<file path="config.mk">
export PLATFORM = sky130hd
export DESIGN_NAME = exec_sequencer
export DESIGN_NICKNAME = d
export VERILOG_FILES = /design/src/rtl/exec_sequencer_pkg.sv /design/src/rtl/exec_sequencer_wait_timer.sv /design/src/rtl/exec_sequencer.sv
export SDC_FILE = /design/constraint.sdc
export NUM_CORES = 1
export LEC_CHECK = 0
export ABC_AREA = 1
export CORE_MARGIN = 1
export CORE_UTILIZATION = 30
export CTS_CLUSTER_SIZE = 25
export DETAILED_ROUTE_END_ITERATION = 16
export SLEW_MARGIN = 20
export SYNTH_ARGS = -nofsm -noshare
export SYNTH_HDL_FRONTEND = slang
export SYNTH_SLANG_ARGS = --single-unit
</file>
<file path="constraint.sdc">
create_clock -name clk -period 3.03 [get_ports clk]
set_input_delay 0.303 -clock clk [delete_from_list [all_inputs] [get_ports clk]]
set_output_delay 0.303 -clock clk [all_outputs]
set_load 0.02 [all_outputs]
</file>
<file path="src/rtl/exec_sequencer_pkg.sv">
// Shared definitions for the instruction sequencer and its decode partner:
// state encodings, PC-select codes and RISC-V base opcodes.
package exec_sequencer_pkg;

  localparam int unsigned XLEN     = 32;
  localparam int unsigned STATE_W  = 3;
  localparam int unsigned PC_SEL_W = 2;
  localparam int unsigned WAIT_W   = 8;

  typedef enum logic [STATE_W-1:0] {
    S_IDLE   = 3'd0,
    S_FETCH  = 3'd1,
    S_DECODE = 3'd2,
    S_MEM    = 3'd3,
    S_WB     = 3'd4,
    S_FAULT  = 3'd5
  } state_e;

  typedef enum logic [PC_SEL_W-1:0] {
    PC_PLUS4  = 2'b00,
    PC_BRANCH = 2'b01,
    PC_JUMP   = 2'b10
  } pc_sel_e;

  localparam logic [6:0] OP_LUI    = 7'b0110111;
  localparam logic [6:0] OP_AUIPC  = 7'b0010111;
  localparam logic [6:0] OP_JAL    = 7'b1101111;
  localparam logic [6:0] OP_JALR   = 7'b1100111;
  localparam logic [6:0] OP_BRANCH = 7'b1100011;
  localparam logic [6:0] OP_LOAD   = 7'b0000011;
  localparam logic [6:0] OP_STORE  = 7'b0100011;
  localparam logic [6:0] OP_IMM    = 7'b0010011;
  localparam logic [6:0] OP_REG    = 7'b0110011;

  function automatic logic [6:0] opcode_of(input logic [XLEN-1:0] instr);
    return instr[6:0];
  endfunction

endpackage

</file>
<file path="src/rtl/exec_sequencer_wait_timer.sv">
// Consecutive-wait-cycle counter; expire_c flags the TIMEOUT-th
// unacknowledged cycle so the sequencer can fault on that same edge.
module wait_timer
  import exec_sequencer_pkg::*;
#(
  parameter int unsigned TIMEOUT = 16
) (
  input  logic clk,
  input  logic rst_n,
  input  logic clear,
  input  logic cnt_en,
  output logic expire_c
);

  logic [WAIT_W-1:0] cnt_q, cnt_d;

  assign expire_c = cnt_en && (cnt_q == WAIT_W'(TIMEOUT - 1));

  always_comb begin
    cnt_d = cnt_q;
    if (clear) begin
      cnt_d = '0;
    end else if (cnt_en && !expire_c) begin
      cnt_d = cnt_q + WAIT_W'(1);
    end
  end

  always_ff @(posedge clk or negedge rst_n) begin
    if (!rst_n) begin
      cnt_q <= '0;
    end else begin
      cnt_q <= cnt_d;
    end
  end

endmodule

</file>
<file path="src/rtl/exec_sequencer.sv">
// Multi-cycle instruction sequencer: fetch, decode, optional memory access,
// write-back, with a bus-wait timeout that parks the core in a sticky fault.
module exec_sequencer
  import exec_sequencer_pkg::*;
#(
  parameter int unsigned TIMEOUT = 16,
  parameter int unsigned CNT_W   = 32
) (
  input  logic                clk,
  input  logic                rst_n,
  input  logic                run,
  output logic                imem_req,
  input  logic                imem_ack,
  input  logic [XLEN-1:0]     instr_in,
  output logic [XLEN-1:0]     ir,
  input  logic                branch,
  input  logic                jump,
  input  logic                mem_read,
  input  logic                mem_write,
  input  logic                write_enable,
  input  logic                take_branch,
  output logic                dmem_req,
  output logic                dmem_we,
  input  logic                dmem_ack,
  output logic                pc_we,
  output logic [PC_SEL_W-1:0] pc_sel,
  output logic                rf_we,
  output logic [STATE_W-1:0]  state,
  output logic                fault,
  output logic [CNT_W-1:0]    retired
);

  logic [STATE_W-1:0] state_q, state_d;
  logic [XLEN-1:0]    ir_q, ir_d;
  logic [CNT_W-1:0]   retired_q, retired_d;

  logic in_fetch, in_mem, in_wb;
  logic ack_c, timer_clear, timer_en, timer_expire_c;

  assign in_fetch = (state_q == S_FETCH);
  assign in_mem   = (state_q == S_MEM);
  assign in_wb    = (state_q == S_WB);

  // Only the ack matching the current wait state counts; others are ignored.
  assign ack_c       = (in_fetch && imem_ack) || (in_mem && dmem_ack);
  assign timer_clear = !(in_fetch || in_mem) || ack_c;
  assign timer_en    = (in_fetch || in_mem) && !ack_c;

  wait_timer #(
    .TIMEOUT (TIMEOUT)
  ) u_wait_timer (
    .clk      (clk),
    .rst_n    (rst_n),
    .clear    (timer_clear),
    .cnt_en   (timer_en),
    .expire_c (timer_expire_c)
  );

  always_comb begin
    state_d   = state_q;
    ir_d      = ir_q;
    retired_d = retired_q;
    case (state_q)
      S_IDLE: begin
        if (run) state_d = S_FETCH;
      end
      S_FETCH: begin
        if (imem_ack) begin
          ir_d    = instr_in;
          state_d = S_DECODE;
        end else if (timer_expire_c) begin
          state_d = S_FAULT;
        end
      end
      S_DECODE: begin
        if (mem_read && mem_write)      state_d = S_FAULT;
        else if (mem_read || mem_write) state_d = S_MEM;
        else                            state_d = S_WB;
      end
      S_MEM: begin
        if (dmem_ack)            state_d = S_WB;
        else if (timer_expire_c) state_d = S_FAULT;
      end
      S_WB: begin
        retired_d = retired_q + CNT_W'(1);
        state_d   = run ? S_FETCH : S_IDLE;
      end
      S_FAULT: state_d = S_FAULT;
      default: state_d = S_FAULT;
    endcase
  end

  always_ff @(posedge clk or negedge rst_n) begin
    if (!rst_n) begin
      state_q   <= S_IDLE;
      ir_q      <= '0;
      retired_q <= '0;
    end else begin
      state_q   <= state_d;
      ir_q      <= ir_d;
      retired_q <= retired_d;
    end
  end

  // Strobes decode straight off the state register so reset clears them at once.
  assign imem_req = in_fetch;
  assign dmem_req = in_mem;
  assign dmem_we  = in_mem && mem_write;
  assign pc_we    = in_wb;
  assign rf_we    = in_wb && write_enable && !mem_write;
  assign pc_sel   = !in_wb                 ? PC_PLUS4  :
                    jump                   ? PC_JUMP   :
                    (branch && take_branch) ? PC_BRANCH : PC_PLUS4;

  assign state   = state_q;
  assign fault   = (state_q == S_FAULT);
  assign ir      = ir_q;
  assign retired = retired_q;

endmodule

</file>
* Yosys cells after proc, flatten, opt, wreduce, memory -nomap -nowiden
Index checks and enable logic that the tools add are counted.
Storage, ports and cells: register bits 75, bits in latches 0, memory bits (writable) 0, bits in read-only memories 0, memories kept 0
Cells by class: add/sub/neg operators 2, $mul 0, divide/modulo/power cells 0, $lt $le $gt $ge 0, equality and inequality tests 7, shift-type cells 0, muxes and demuxes 13, bitwise operators 0, reduce and logical (&&, ||, !) cells 21
Operators with widths (count):
- adder 32 x 1 -> 32 bit (second input constant) | 1
- two-way mux 3 bit | 6
- two-way mux 8 bit | 2
- case mux 3 bit (5 select lines) | 1
- logical AND 1 bit | 10
- adder 8 x 1 -> 8 bit (second input constant) | 1
- == test 8 x 4 -> 1 bit (second input constant) | 1
- == test 3 x 2 -> 1 bit (second input constant) | 2
- == test 3 bit (second input constant) | 2
- zero test 1 bit | 4
- logical OR 1 bit | 4
- two-way mux 2 bit | 2
- == test 3 x 1 -> 1 bit (second input constant) | 1
- zero test 3 bit | 1
- two-way mux 1 bit | 2
- != test 2 bit (second input constant) | 1
- AND reduction 2 bit | 1
- nonzero test 2 bit | 1

* Logic depth before layout (Yosys ltp)
depth after elaboration 10, mapped depth 9

* By module
Synthesis repeated with hierarchy kept, for this count alone.
Second synthesis, totals: cell total of the unflattened synthesis 394, area total of the unflattened synthesis 3863.7 µm²
Modules (own cells, without submodules):
- exec_sequencer | instances 1, cells each 326, area each 3372.0 µm²
- wait_timer | instances 1, cells each 68, area each 491.7 µm²

* Worst setup path after synthesis
OpenSTA, ideal clock, no wires.
path kind register to output, start reg state_q[1], in the netlist state[1], end out pc_sel[0], arrival time 1.365 ns, setup slack 1.362 ns, cell stages (with the launch flop) 6, path buffers 2, cell sequence dfrtp_1 nor2_1 nand2_2 buf_2 buf_2 nor2_1
Between the ends: word-level cells in the longest chain between the ends 2
RTL lines:
- start, declared | line exec_sequencer.sv:33 | logic [STATE_W-1:0] state_q, state_d;
- start signal, assigned | line exec_sequencer.sv:99 | state_q <= state_d;
- == test 3 bit | line exec_sequencer.sv:42 | assign in_wb = (state_q == S_WB);
- two-way mux 2 bit | line exec_sequencer.sv:111 | assign pc_sel = !in_wb ? PC_PLUS4 :
- end, declared | line exec_sequencer.sv:26 | output logic [PC_SEL_W-1:0] pc_sel,
Every way passes these cells.

* Worst setup path in the final report
start reg state_q[0], in the netlist state[0], end out pc_sel[1]
The elaborated chain is that of the path after synthesis.

==> impl_metrics.tcl <==
set metrics [dict create \
    fin_worst_skew_ps 3.515 \
    drc 0 \
    syn_to_final_growth_pct 40.69 \
    crit_top_cell "nor2_1" \
    hpwl_mm 6.995 \
    dpl-instance-area_sq_um 5240 \
    period_share_pct 77.74 \
    tns_ps 0 \
    cts-resized-gates 0 \
    ant_nets 0 \
    drive_gt1_share_pct 12.68 \
    antenna_found_initial 0 \
    wl_per_cell_um 12.69 \
    via_per_inst 4.351 \
    crit_path_max_incr_delay_ps 620 \
    fmax_mhz 424.6 \
    htree_levels 3 \
    synth-edff-count 0 \
    final_cell_mix "nand2_1 (150), clkdlybuf4s50_1 (116), dfrtp_1 (75), nor2_1 (56), inv_1 (33)" \
    power_frac_seq_pct 34.9 \
    diodes 0 \
    async_flop_share_pct 100.0 \
    switching_share_pct 33.99 \
    cts.sinks 75 \
    cts_hold_buffers 0 \
    drv_cap 0 \
    grt_pass1_vias 3248 \
    cp.required_ps 2730 \
    switchingPower_mw 1.439 \
    yosysWarnings 0 \
    vdd_ir_drop_max_mv 0.6312 \
    grt_max_degree 76 \
    cts_buffer_depth 2 \
    critical_path_arrival_ps 2050 \
    startpoint_type "flip-flop" \
    p_per_area_nw_per_um2 766.9 \
    grtUsageTotal_pct 15.17 \
    pwr-share-comb_pct 41.4 \
    synth_cell_type_count 29 \
    die_area_sq_um 13540 \
    crit_type "reg -> out" \
    synth.net_count 486 \
    ys_ff_latch 75 \
    cp_cell_sequence "nor2_1 -> nand2_2 -> nor2_1 -> clkdlybuf4s50_1" \
    utilization_pct 43.57 \
    die_w_um 116.4 \
    postCtsSetupRepairBufs 0 \
    start_util_pct 30.97 \
    placed_cells 724 \
    clock_power_share_pct 23.8 \
    setup_viol 0 \
    grt_overflow 0 \
    seq_area_frac_synth_pct 47.83 \
    gp_congestion 0.8224 \
    post-route-min-period_ps 2355 \
    core_sq_um 12670 \
    grt_pass1_wl_mm 15.56 \
    relSlewSlack_pct 37.04 \
    io_pins 118 \
    port_buffers 117 \
    hp-class "in -> async" \
    finalWirelength_mm 9.389 \
    rows 41 \
    dr.pass1.iters 4 \
    numCtsBuffers 9 \
    crit_fanout 21 \
    final_nets 609 \
    worst_pin_slew_ps 944.3 \
    slew_violations 0 \
    clk_latency_ps 350 \
    cpMaxStageDelayCell "clkdlybuf4s50_1" \
    die_y_um 116.4 \
    cts_tree "done" \
    hold_violations 0 \
    crit_path_end_kind "primary output" \
    final_common_cell "nand2_1" \
    num_vias 3220 \
    clk_pin_slew_ps 60 \
    fin_cells 740 \
    grt_setup_unrepaired "false" \
    outcome "finished, final reports clean" \
    stdcell_area_sq_um 5520 \
    synthCells 440 \
    syn_area_per_cell_sq_um 8.918 \
    power_leakage_nw 2.474 \
    cts_root_buf "clkbuf_16" \
    p_int_mw 2.795 \
    syn-cell-area_sq_um 3924 \
    synth_ff_type "dfrtp_1" \
    drtIter0Drc 96 \
]
[routing by layer]
layer  track usage [%]  vias to the layer above  wire, um
li1                  -                     1633         -
met1             18.04                     1496      4149
met2             26.00                       75      4572
met3             3.425                       16       442
met4             7.094                        0       224
met5                 0                        -         0
[worst paths after layout]
kind,depth (start not counted),to,slack (ps),start
worst max register to register,9,retired[10],1150,state[0]
worst min register to register,1,ir[1],510,ir[1]
worst min-delay path,1,ir[30],100,rst_n
min in group clk,1,ir[1],510,ir[1]
max in group asynchronous,1,retired[28],2310,rst_n
worst max-delay path,4,pc_sel[1],670,state[0]
[cell families after synthesis]
group	synth area share [%]
DFF	47.83
buffers and inverters	5.580
xor gates and xnor gates	4.464
and+or+nand+nor	27.71
AOI/OAI and AO/OA	1.499
muxes	11.96
adders and majority gates	0.9567
[metrics by stage]
step	worst slack (ps)	hold slack, ps	power, mW
6_report	674.6	104.1	4.233
5_1_grt	547.3	196.0	4.462
4_1_cts	636.8	148.7	4.291
3_5_place_dp	1015	493.5	3.255
3_3_place_gp	1079	490.1	3.232
2_1_floorplan	1362	7.409	2.515
[cell type report]
cell class	count	area (sq um)
fill	1237	7151
inverter	38	143.9
clock buffer	11	242.7
timing repair buffer	118	1176
sequential	75	1877
multi-input combinational	321	1828
tap	172	215.2
clock inverter	5	37.54
[cell usage after synthesis (2+ instances only)]
library cell | n | share of area, %
a21oi_1 | 4 | 0.51
buf_12 | 3 | 1.5
buf_2 | 3 | 0.38
dfrtp_1 | 75 | 48
ha_1 | 3 | 0.96
inv_1 | 33 | 3.2
inv_2 | 4 | 0.38
mux2_2 | 3 | 0.86
mux2_4 | 29 | 11
nand2_1 | 150 | 14
nand2_2 | 3 | 0.48
nand3_1 | 21 | 2.7
nand4_1 | 4 | 0.64
nor2_1 | 56 | 5.4
nor2_2 | 9 | 1.4
nor2_4 | 2 | 0.57
nor3_1 | 6 | 0.77
o21ai_0 | 3 | 0.38
xnor2_1 | 6 | 1.3
xor2_1 | 14 | 3.1
[power by group through the flow]
stage               clock network (mW)  logic, mW  registers (mW)
CTS                               1.04       1.77            1.48
global route                      1.08       1.86            1.52
global placement                     0       1.75            1.48
floorplan                            0      0.734            1.78
finish                            1.01       1.75            1.48
detailed placement                   0       1.77            1.49
[registers in the layout, indices dropped and copies added (netlist names)]
signal / flops
ir: 32
u_wait_timer.cnt_q: 8
retired: 32
state: 3
[critical path, delay by kind of cell, from the launching register on]
| family | cells | cell delay (ps) |
|---|---|---|
| simple gates | 3 | 650 |
| buf+inv | 1 | 620 |
| flops | 1 | 430 |
(Power assumes the default switching activity.)
